## config.mk

```make
export PLATFORM = sky130hd
export DESIGN_NAME = alu_op_encoder
export DESIGN_NICKNAME = d
export VERILOG_FILES = /design/src/rtl/alu_op_pkg.sv /design/src/rtl/alu_op_fifo.sv /design/src/rtl/alu_op_encoder.sv
export SDC_FILE = /design/constraint.sdc
export NUM_CORES = 1
export LEC_CHECK = 0
export BUFFER_PORTS_ARGS = -buffer_cell sky130_fd_sc_hd__buf_2
export CAP_MARGIN = 25
export CORE_MARGIN = 4
export CORE_UTILIZATION = 30
export CTS_CLUSTER_DIAMETER = 120
export CTS_CLUSTER_SIZE = 10
export DETAILED_ROUTE_END_ITERATION = 10
export PLACE_DENSITY = 0.56
export SYNTH_ARGS = -nofsm -noshare
export SYNTH_HDL_FRONTEND = slang
export SYNTH_HIERARCHICAL = 1
export SYNTH_SLANG_ARGS = --single-unit
```

## constraint.sdc

```tcl
create_clock -name clk -period 2.45 [get_ports clk]
set_input_delay 0 -clock clk [delete_from_list [all_inputs] [get_ports clk]]
set_output_delay 0 -clock clk [all_outputs]
set_load 0.1 [all_outputs]
```

## src/rtl/alu_op_pkg.sv

```systemverilog
// Op-code and request-bit definitions shared by the ALU op encoder and decoder.
// Op codes are request index + 1, which encode_req relies on.
package alu_op_pkg;

   typedef logic [3:0] op_t;

   localparam op_t OP_NOP  = 4'd0;
   localparam op_t OP_NEG  = 4'd1;
   localparam op_t OP_INV  = 4'd2;
   localparam op_t OP_ANDL = 4'd3;
   localparam op_t OP_EQU  = 4'd4;
   localparam op_t OP_ORL  = 4'd5;
   localparam op_t OP_DEC  = 4'd6;
   localparam op_t OP_ADD  = 4'd7;
   localparam op_t OP_SUB  = 4'd8;
   localparam op_t OP_INC  = 4'd9;
   localparam op_t OP_CMP  = 4'd10;
   localparam op_t OP_MULS = 4'd11;

   localparam int REQ_NEG  = 0;
   localparam int REQ_INV  = 1;
   localparam int REQ_ANDL = 2;
   localparam int REQ_EQU  = 3;
   localparam int REQ_ORL  = 4;
   localparam int REQ_DEC  = 5;
   localparam int REQ_ADD  = 6;
   localparam int REQ_SUB  = 7;
   localparam int REQ_INC  = 8;
   localparam int REQ_CMP  = 9;
   localparam int REQ_MULS = 10;
   localparam int REQ_W    = 11;

   // Lowest set bit wins; an all-zero request maps to NOP.
   function automatic op_t encode_req(input logic [REQ_W-1:0] req);
      op_t code;
      code = OP_NOP;
      for (int i = REQ_W - 1; i >= 0; i--) begin
         if (req[i]) code = op_t'(i + 1);
      end
      return code;
   endfunction

   function automatic logic is_multi_hot(input logic [REQ_W-1:0] req);
      return (req & (req - REQ_W'(1))) != '0;
   endfunction

endpackage

```

## src/rtl/alu_op_fifo.sv

```systemverilog
// DEPTH x W synchronous FIFO with combinational head read; push when full and
// pop when empty are ignored, simultaneous push/pop keeps occupancy.
module alu_op_fifo #(
   parameter int DEPTH = 4,
   parameter int W     = 4
) (
   input  logic         clk,
   input  logic         rst,
   input  logic         push,
   input  logic [W-1:0] din,
   input  logic         pop,
   output logic [W-1:0] dout,
   output logic         full,
   output logic         empty
);

   localparam int AW = $clog2(DEPTH);
   localparam logic [AW:0] PTR_ONE = 1;

   logic [AW:0]  wr_ptr;
   logic [AW:0]  rd_ptr;
   logic [W-1:0] mem [DEPTH];
   logic         do_push;
   logic         do_pop;

   // Extra pointer bit distinguishes full from empty when the indices match.
   assign empty   = (wr_ptr == rd_ptr);
   assign full    = (wr_ptr[AW] != rd_ptr[AW]) && (wr_ptr[AW-1:0] == rd_ptr[AW-1:0]);
   assign do_push = push & ~full;
   assign do_pop  = pop & ~empty;
   assign dout    = mem[rd_ptr[AW-1:0]];

   always_ff @(posedge clk) begin
      if (rst) begin
         wr_ptr <= '0;
         rd_ptr <= '0;
      end else begin
         if (do_push) wr_ptr <= wr_ptr + PTR_ONE;
         if (do_pop)  rd_ptr <= rd_ptr + PTR_ONE;
      end
   end

   always_ff @(posedge clk) begin
      if (do_push) mem[wr_ptr[AW-1:0]] <= din;
   end

endmodule

```

## src/rtl/alu_op_encoder.sv

```systemverilog
// Encodes one-hot ALU requests, queues them and issues them with valid/ready,
// stalling for MUL_CYCLES after each MULS. ALU_OP_STATS_EN adds issue_count.
module alu_op_encoder
   import alu_op_pkg::*;
#(
   parameter int DEPTH      = 4,
   parameter int MUL_CYCLES = 3
) (
   input  logic             clk,
   input  logic             rst,
   input  logic             req_valid,
   input  logic [REQ_W-1:0] req,
   output logic             req_ready,
   output logic [3:0]       op,
   output logic             op_valid,
   input  logic             op_ready,
   output logic             busy,
   output logic             err_multi
`ifdef ALU_OP_STATS_EN
   ,
   output logic [15:0]      issue_count
`endif
);

   typedef enum logic [1:0] {IDLE, ISSUE, HOLD} state_t;

   localparam int CW = (MUL_CYCLES > 1) ? $clog2(MUL_CYCLES) : 1;
   typedef logic [CW-1:0] cnt_t;

   state_t state, state_nxt;
   cnt_t   cnt, cnt_nxt;
   op_t    op_nxt;
   logic   op_valid_nxt;
   logic   fifo_pop;
   logic   fifo_full;
   logic   fifo_empty;
   op_t    fifo_dout;
   logic   accept;

   assign req_ready = ~fifo_full;
   assign accept    = req_valid & req_ready;

   // Zero requests are accepted but never enqueued.
   alu_op_fifo #(.DEPTH(DEPTH), .W(4)) u_fifo (
      .clk   (clk),
      .rst   (rst),
      .push  (accept && (req != '0)),
      .din   (encode_req(req)),
      .pop   (fifo_pop),
      .dout  (fifo_dout),
      .full  (fifo_full),
      .empty (fifo_empty)
   );

   always_comb begin
      state_nxt    = state;
      cnt_nxt      = cnt;
      op_nxt       = op;
      op_valid_nxt = op_valid;
      fifo_pop     = 1'b0;
      case (state)
         IDLE: begin
            if (!fifo_empty) begin
               fifo_pop     = 1'b1;
               op_nxt       = fifo_dout;
               op_valid_nxt = 1'b1;
               state_nxt    = ISSUE;
            end
         end
         ISSUE: begin
            if (op_ready) begin
               if (op == OP_MULS) begin
                  op_valid_nxt = 1'b0;
                  cnt_nxt      = cnt_t'(MUL_CYCLES - 1);
                  state_nxt    = HOLD;
               end else if (!fifo_empty) begin
                  fifo_pop = 1'b1;
                  op_nxt   = fifo_dout;
               end else begin
                  op_valid_nxt = 1'b0;
                  state_nxt    = IDLE;
               end
            end
         end
         HOLD: begin
            op_valid_nxt = 1'b0;
            if (cnt == '0) state_nxt = IDLE;
            else           cnt_nxt   = cnt - cnt_t'(1);
         end
         default: begin
            op_valid_nxt = 1'b0;
            state_nxt    = IDLE;
         end
      endcase
   end

   always_ff @(posedge clk) begin
      if (rst) begin
         state     <= IDLE;
         cnt       <= '0;
         op        <= OP_NOP;
         op_valid  <= 1'b0;
         err_multi <= 1'b0;
      end else begin
         state    <= state_nxt;
         cnt      <= cnt_nxt;
         op       <= op_nxt;
         op_valid <= op_valid_nxt;
         if (accept && is_multi_hot(req)) err_multi <= 1'b1;
      end
   end

   assign busy = ~fifo_empty | op_valid | (state == HOLD);

`ifdef ALU_OP_STATS_EN
   always_ff @(posedge clk) begin
      if (rst)                        issue_count <= '0;
      else if (op_valid && op_ready)  issue_count <= issue_count + 16'd1;
   end
`endif

endmodule

```

# [Yosys cells after proc, flatten, opt, wreduce, memory -nomap -nowiden]
# Memory sizes are Yosys's and may differ from the RTL's. A register that Yosys moved wholly into a read port is not among the register bits.
# Cells that the tools add are included.
[word_totals] register_bits=16 ramBits=16 input_bits=15 output_inout_bits=8 mem_count=1
[mem_list] memory="u_fifo.mem" depth=4 width=4 rd=1 rd_clocked_by_memory_dff=1 wr=1 line="alu_op_fifo.sv:22" source="logic [W-1:0] mem [DEPTH];"
[classes] n_addsub=4 eq_ne=13 muxes=38 n_bitwise=8 n_reduce_logical=13
[op_table] operator="$mux 4" count=14
[op_table] operator="$reduce_bool 11->1" count=2
[op_table] operator="$mux 2" count=10
[op_table] operator="$ne 2x2->1 const B" count=6
[op_table] operator="$and 11x11->11" count=1
[op_table] operator="$sub 11x1->11 const B" count=1
[op_table] operator="$mux 1" count=9
[op_table] operator="$pmux 4 s2" count=1
[op_table] operator="$reduce_and 4->1" count=2
[op_table] operator="$add 3x1->3 const B" count=2
[op_table] operator="$pmux 2 s3" count=1
[op_table] operator="$reduce_and 3->1" count=2
[op_table] operator="$eq 4x4->1 const B" count=1
[op_table] operator="$logic_not 2->1" count=2
[op_table] operator="$pmux 1 s2" count=2
[op_table] operator="$pmux 2 s2" count=1
[op_table] operator="$reduce_bool 2->1" count=2
[op_table] operator="$and 1x1->1" count=3
[op_table] operator="$eq 3x3->1" count=1
[op_table] operator="$logic_and 1x1->1" count=3
[op_table] operator="$ne 3x3->1 const B" count=1
[op_table] operator="$eq 2x1->1 const B" count=1
[op_table] operator="$eq 2x2->1" count=1
[op_table] operator="$eq 2x2->1 const B" count=1
[op_table] operator="4 further kinds" count=6

# [Depth between registers and ports, before layout]
[depth] ltp_word=11 mapped_depth=9 mapped_depth_nobuf=8

# [Hierarchy]
# Netlist, hierarchy kept.
[modules_own_cells] mod="alu_op_fifo" instances=1 cells_per_inst=91 area_each_um2=1178.6 seq_area_each_um2=640.6
[modules_own_cells] mod="alu_op_encoder" instances=1 cells_per_inst=90 area_each_um2=669.4 seq_area_each_um2=200.2

# [Least setup slack after synthesis]
# Ideal clock, no wire load.
[synth_path] path_kind="register to register" from="register u_fifo.wr_ptr[0]" to="memory u_fifo.mem[0][0], enable pin" t_arrival_ps=2336 required_time_ps=2141 path_slack_ps=-195 path_stages_with_launch=8 path_buffers=0 cell_sequence="dfxtp_1 -> xor2_1 -> nor3_1 -> inv_1 -> and3_1 -> inv_1 -> a31oi_1 -> and2_1"
[synth_via] elab_chain_cells=8
[synth_lines] element="start: declaration" line="alu_op_fifo.sv:20" source="logic [AW:0] wr_ptr;"
[synth_lines] element="start signal: assignment" line="alu_op_fifo.sv:38" source="if (do_push) wr_ptr <= wr_ptr + PTR_ONE;"
[synth_lines] element="$eq 2x2->1 (*)" line="alu_op_fifo.sv:28" source="assign full = (wr_ptr[AW] != rd_ptr[AW]) && (wr_ptr[AW-1:0] == rd_ptr[AW-1:0]);"
[synth_lines] element="$logic_and 1x1->1 (*)" line="alu_op_fifo.sv:28"
[synth_lines] element="net fifo_full" line="alu_op_encoder.sv:35" source="logic fifo_full;"
[synth_lines] element="$not 1->1 (*)" line="alu_op_encoder.sv:40" source="assign req_ready = ~fifo_full;"
[synth_lines] element="net req_ready" line="alu_op_encoder.sv:13" source="output logic req_ready,"
[synth_lines] element="$and 1x1->1" line="alu_op_encoder.sv:41" source="assign accept = req_valid & req_ready;"
[synth_lines] element="$logic_and 1x1->1" line="alu_op_encoder.sv:47" source=".push (accept && (req != '0)),"
[synth_lines] element="$and 1x1->1 (*)" line="alu_op_fifo.sv:29" source="assign do_push = push & ~full;"
[synth_lines] element="$mux 1 (*)" line="alu_op_fifo.sv:44" source="if (do_push) mem[wr_ptr[AW-1:0]] <= din;"
[synth_lines] element="$mux 1 (implied by the code) (*)" line="alu_op_fifo.sv:44"
[synth_lines] element="end: declaration" line="alu_op_fifo.sv:22"
# The timed path passes the listed nets; every way through them passes the cells marked *.

# [Worst setup path after layout]
[layout_path] from="register u_fifo.wr_ptr[0]" to="memory u_fifo.mem[3][3], enable pin"
[layout_via] elab_chain_cells=8
[layout_lines] element="$eq 2x2->1 (*)" line="alu_op_fifo.sv:28"
[layout_lines] element="$logic_and 1x1->1 (*)" line="alu_op_fifo.sv:28"
[layout_lines] element="net fifo_full" line="alu_op_encoder.sv:35"
[layout_lines] element="$not 1->1 (*)" line="alu_op_fifo.sv:29, alu_op_encoder.sv:40"
[layout_lines] element="$and 1x1->1" line="alu_op_encoder.sv:41"
[layout_lines] element="$logic_and 1x1->1" line="alu_op_encoder.sv:47"
[layout_lines] element="$and 1x1->1 (*)" line="alu_op_fifo.sv:29"
[layout_lines] element="$mux 1 (*)" line="alu_op_fifo.sv:44"
[layout_lines] element="$mux 1 (implied by the code) (*)" line="alu_op_fifo.sv:44"
# Marked as above.

==> impl_metrics.json <==
{
  "status": "finished clean",
  "synth_mux_area_share_pct": 7.04,
  "drt_pass1_iterations": 4,
  "synth-async-reset-ratio_pct": 0,
  "io_pins": 23,
  "report.final.slew_viol_count": 0,
  "postSynthAreaPerCell_um2": 10.2,
  "synthTopCellsByCount": "dfxtp_1, edfxtp_1, nor2_1",
  "worstSkewPairLatency_ps": 290,
  "htree_levels": 2,
  "clock_path_buffers": 2,
  "setup_viol": 0,
  "p_per_area_mw_per_mm2": 1050,
  "synth-edff-count": 16,
  "grt-ovfl-total": 0,
  "yosys_warnings": 6,
  "tightest_slew_ps": 526,
  "cts_setup_buffers": 0,
  "die_h_um": 86.5,
  "viasPerCell": 5.01,
  "internal-power_mw": 1.38,
  "cts_tree": "done",
  "synth_cell_types": 44,
  "synthAdderAreaFrac_pct": 4.60,
  "maxCapViolCount": 0,
  "hold_violations": 0,
  "grt_pass1_vias": 1289,
  "seqPwrFrac_pct": 32.5,
  "synth_ff_type": "dfxtp_1",
  "synth_xor_area_share_pct": 3.86,
  "skew_ps": 10.8,
  "p_switching_mw": 0.957,
  "seq_area_frac_synth_pct": 45.5,
  "maxSlewHeadroom_pct": 64.7,
  "rsz0062_at_grt": "false",
  "comb_power_share_pct": 41.0,
  "period_needed_ps": 2080,
  "final_nets": 236,
  "r2r_slack_ps": 370,
  "grt_usage_pct": 11.1,
  "synthSimpleGateAreaFrac_pct": 20.3,
  "startpoint_type": "flop",
  "start_util_pct": 31.0,
  "synthCells": 181,
  "post_cts_resized": 0,
  "drive_gt1_share_pct": 21.8,
  "areaGrowthSynthToFinish_pct": 20.7,
  "power_leakage_nw": 0.836,
  "yosysTopAreaCellShare_pct": 26.0,
  "ir_worst_vdd_v": 0.000961,
  "design_area_mm2": 0.00223,
  "synth_top_family_by_area": "simple AND/OR/NAND/NOR gates",
  "whs_ps": 65.2,
  "port_buffers": 22,
  "cp_max_fo": 8,
  "yosys_register_bits": 34,
  "dieArea_mm2": 0.00748,
  "grt_start_max_net_pins": 23,
  "fmax_mhz": 480,
  "swShare_pct": 41.0,
  "cts.sinks": 34,
  "hp-class": "in2reg",
  "tns_ps": 0,
  "numCtsBuffers": 5,
  "core_mm2": 0.00596,
  "required_ps": 2430,
  "yosys.area.top_type": "edfxtp_1",
  "crit_type": "reg2reg",
  "synth_area_mm2": 0.00185,
  "clk_pin_slew_ps": 70,
  "ctsHoldBuffers": 0,
  "ant_nets": 0,
  "routedWlPerCell_um": 13.2,
  "syn-num-nets": 202,
  "drc": 0,
  "antenna_found_initial": 0,
  "min_period_over_period_pct": 85.1,
  "place_hpwl_mm": 2.90,
  "synth_compound_gate_area_share_pct": 14.4,
  "setup.worst_path.end_class": "flop",
  "synth.most_common_cell": "dfxtp_1",
  "num_vias": 1458,
  "place_congestion": 0.795,
  "fillers": 609,
  "first_iter_violations": 85,
  "clockPowerShare_pct": 26.5,
  "cts.root.buffer_cell": "clkbuf_8",
  "critical_path_arrival_ps": 2070,
  "placed_cell_area_mm2": 0.00209,
  "grt_pass1_wl_mm": 6.35,
  "fp-row-count": 28,
  "totalWireLength_mm": 3.84,
  "synth_area_leaders": "edfxtp_1, dfxtp_1, mux4_2",
  "die_x_um": 86.5,
  "antenna_cells": 0
}
worst paths after layout:
| kind | start | end | depth (start not counted) |
|---|---|---|---|
| max | u_fifo/wr_ptr[0]$_SDFFE_PP0P_ | u_fifo/mem[3][3]$_DFFE_PP_ | 7 |
| min reg2reg | cnt[1]$_SDFFE_PP0P_ | cnt[1]$_SDFFE_PP0P_ | 2 |
| min | req_valid | err_multi$_SDFFE_PP0P_ | 3 |
| max reg2reg | u_fifo/wr_ptr[0]$_SDFFE_PP0P_ | u_fifo/mem[3][3]$_DFFE_PP_ | 7 |
sequential cells by signal (all words and copies together) (netlist names), named ones only:
name and count:
cnt 2, err_multi 1, op 4, op_valid 1, state 2, u_fifo/mem 16, u_fifo/rd_ptr 3, u_fifo/wr_ptr 3
cell families (layout without fill, tap and decap cells):
logic type,Yosys count,in the layout
flip-flops,34,34
multiplexers,8,8
adder cells (fa/ha/maj),7,7
AND/OR/NAND/NOR,68,68
buffers and inverters,18,53
XOR/XNOR,6,6
AO/OA/AOI/OAI,40,40
critical path, cell delays in order, from the launching register on:
cell and delay (ps):
dfxtp_1 350, xor2_1 450, nor3_1 130, inv_2 90, and3_1 160, inv_1 50, a31oi_1 270, and2_1 270
stage by stage:
step / worst slack (ps) / std cells / util (%) / power [mW]
4_1_cts: 304 / 291 / 37.5 / 2.35
5_1_grt: 154 / 291 / 37.5 / 2.47
6_report: 365 / 291 / 37.5 / 2.34
3_5_place_dp: 375 / 283 / 35.1 / 1.73
2_1_floorplan: 52.1 / 181 / - / 1.51
3_3_place_gp: 379 / 283 / 35.1 / 1.73
power by group through the flow:
stage | clock network, mW | registers [mW] | logic (mW)
2_1_floorplan | 0 | 1.01 | 0.500
3_5_place_dp | 0 | 0.774 | 0.956
3_3_place_gp | 0 | 0.773 | 0.961
5_1_grt | 0.664 | 0.774 | 1.03
6_report | 0.620 | 0.759 | 0.957
4_1_cts | 0.632 | 0.762 | 0.960
layout by cell type (no fill, tap or decap), types with 5 or more instances in the layout:
cell,instances
a21oi_1,12
buf_2,22
buf_4,9
clkbuf_8,5
dfxtp_1,18
edfxtp_1,16
ha_1,6
inv_1,13
nand2_1,8
nand3_1,7
nand4_1,7
nor2_1,16
nor3_1,8
o21ai_0,8
area by class of cell:
class,instances,area [um^2],share of cell area [%]
clock buffers,5,68.8,3.08
clock inverters,3,68.8,3.08
inverters,14,52.6,2.36
multi-input cells,129,928,41.6
flip-flops and latches,34,841,37.7
well taps,75,93.8,4.21
repair buffers,31,178,7.96
routing by layer:
metal  vias up  part of all wire [%]  track usage (%)
met1       662                    47             14.0
li1        748                     -                -
met2        42                    45             17.3
met3         6                   5.2             3.52
met4         0                   2.2             4.67
met5         -                     0                0
Note: power is estimated with default switching activity, not from simulation.
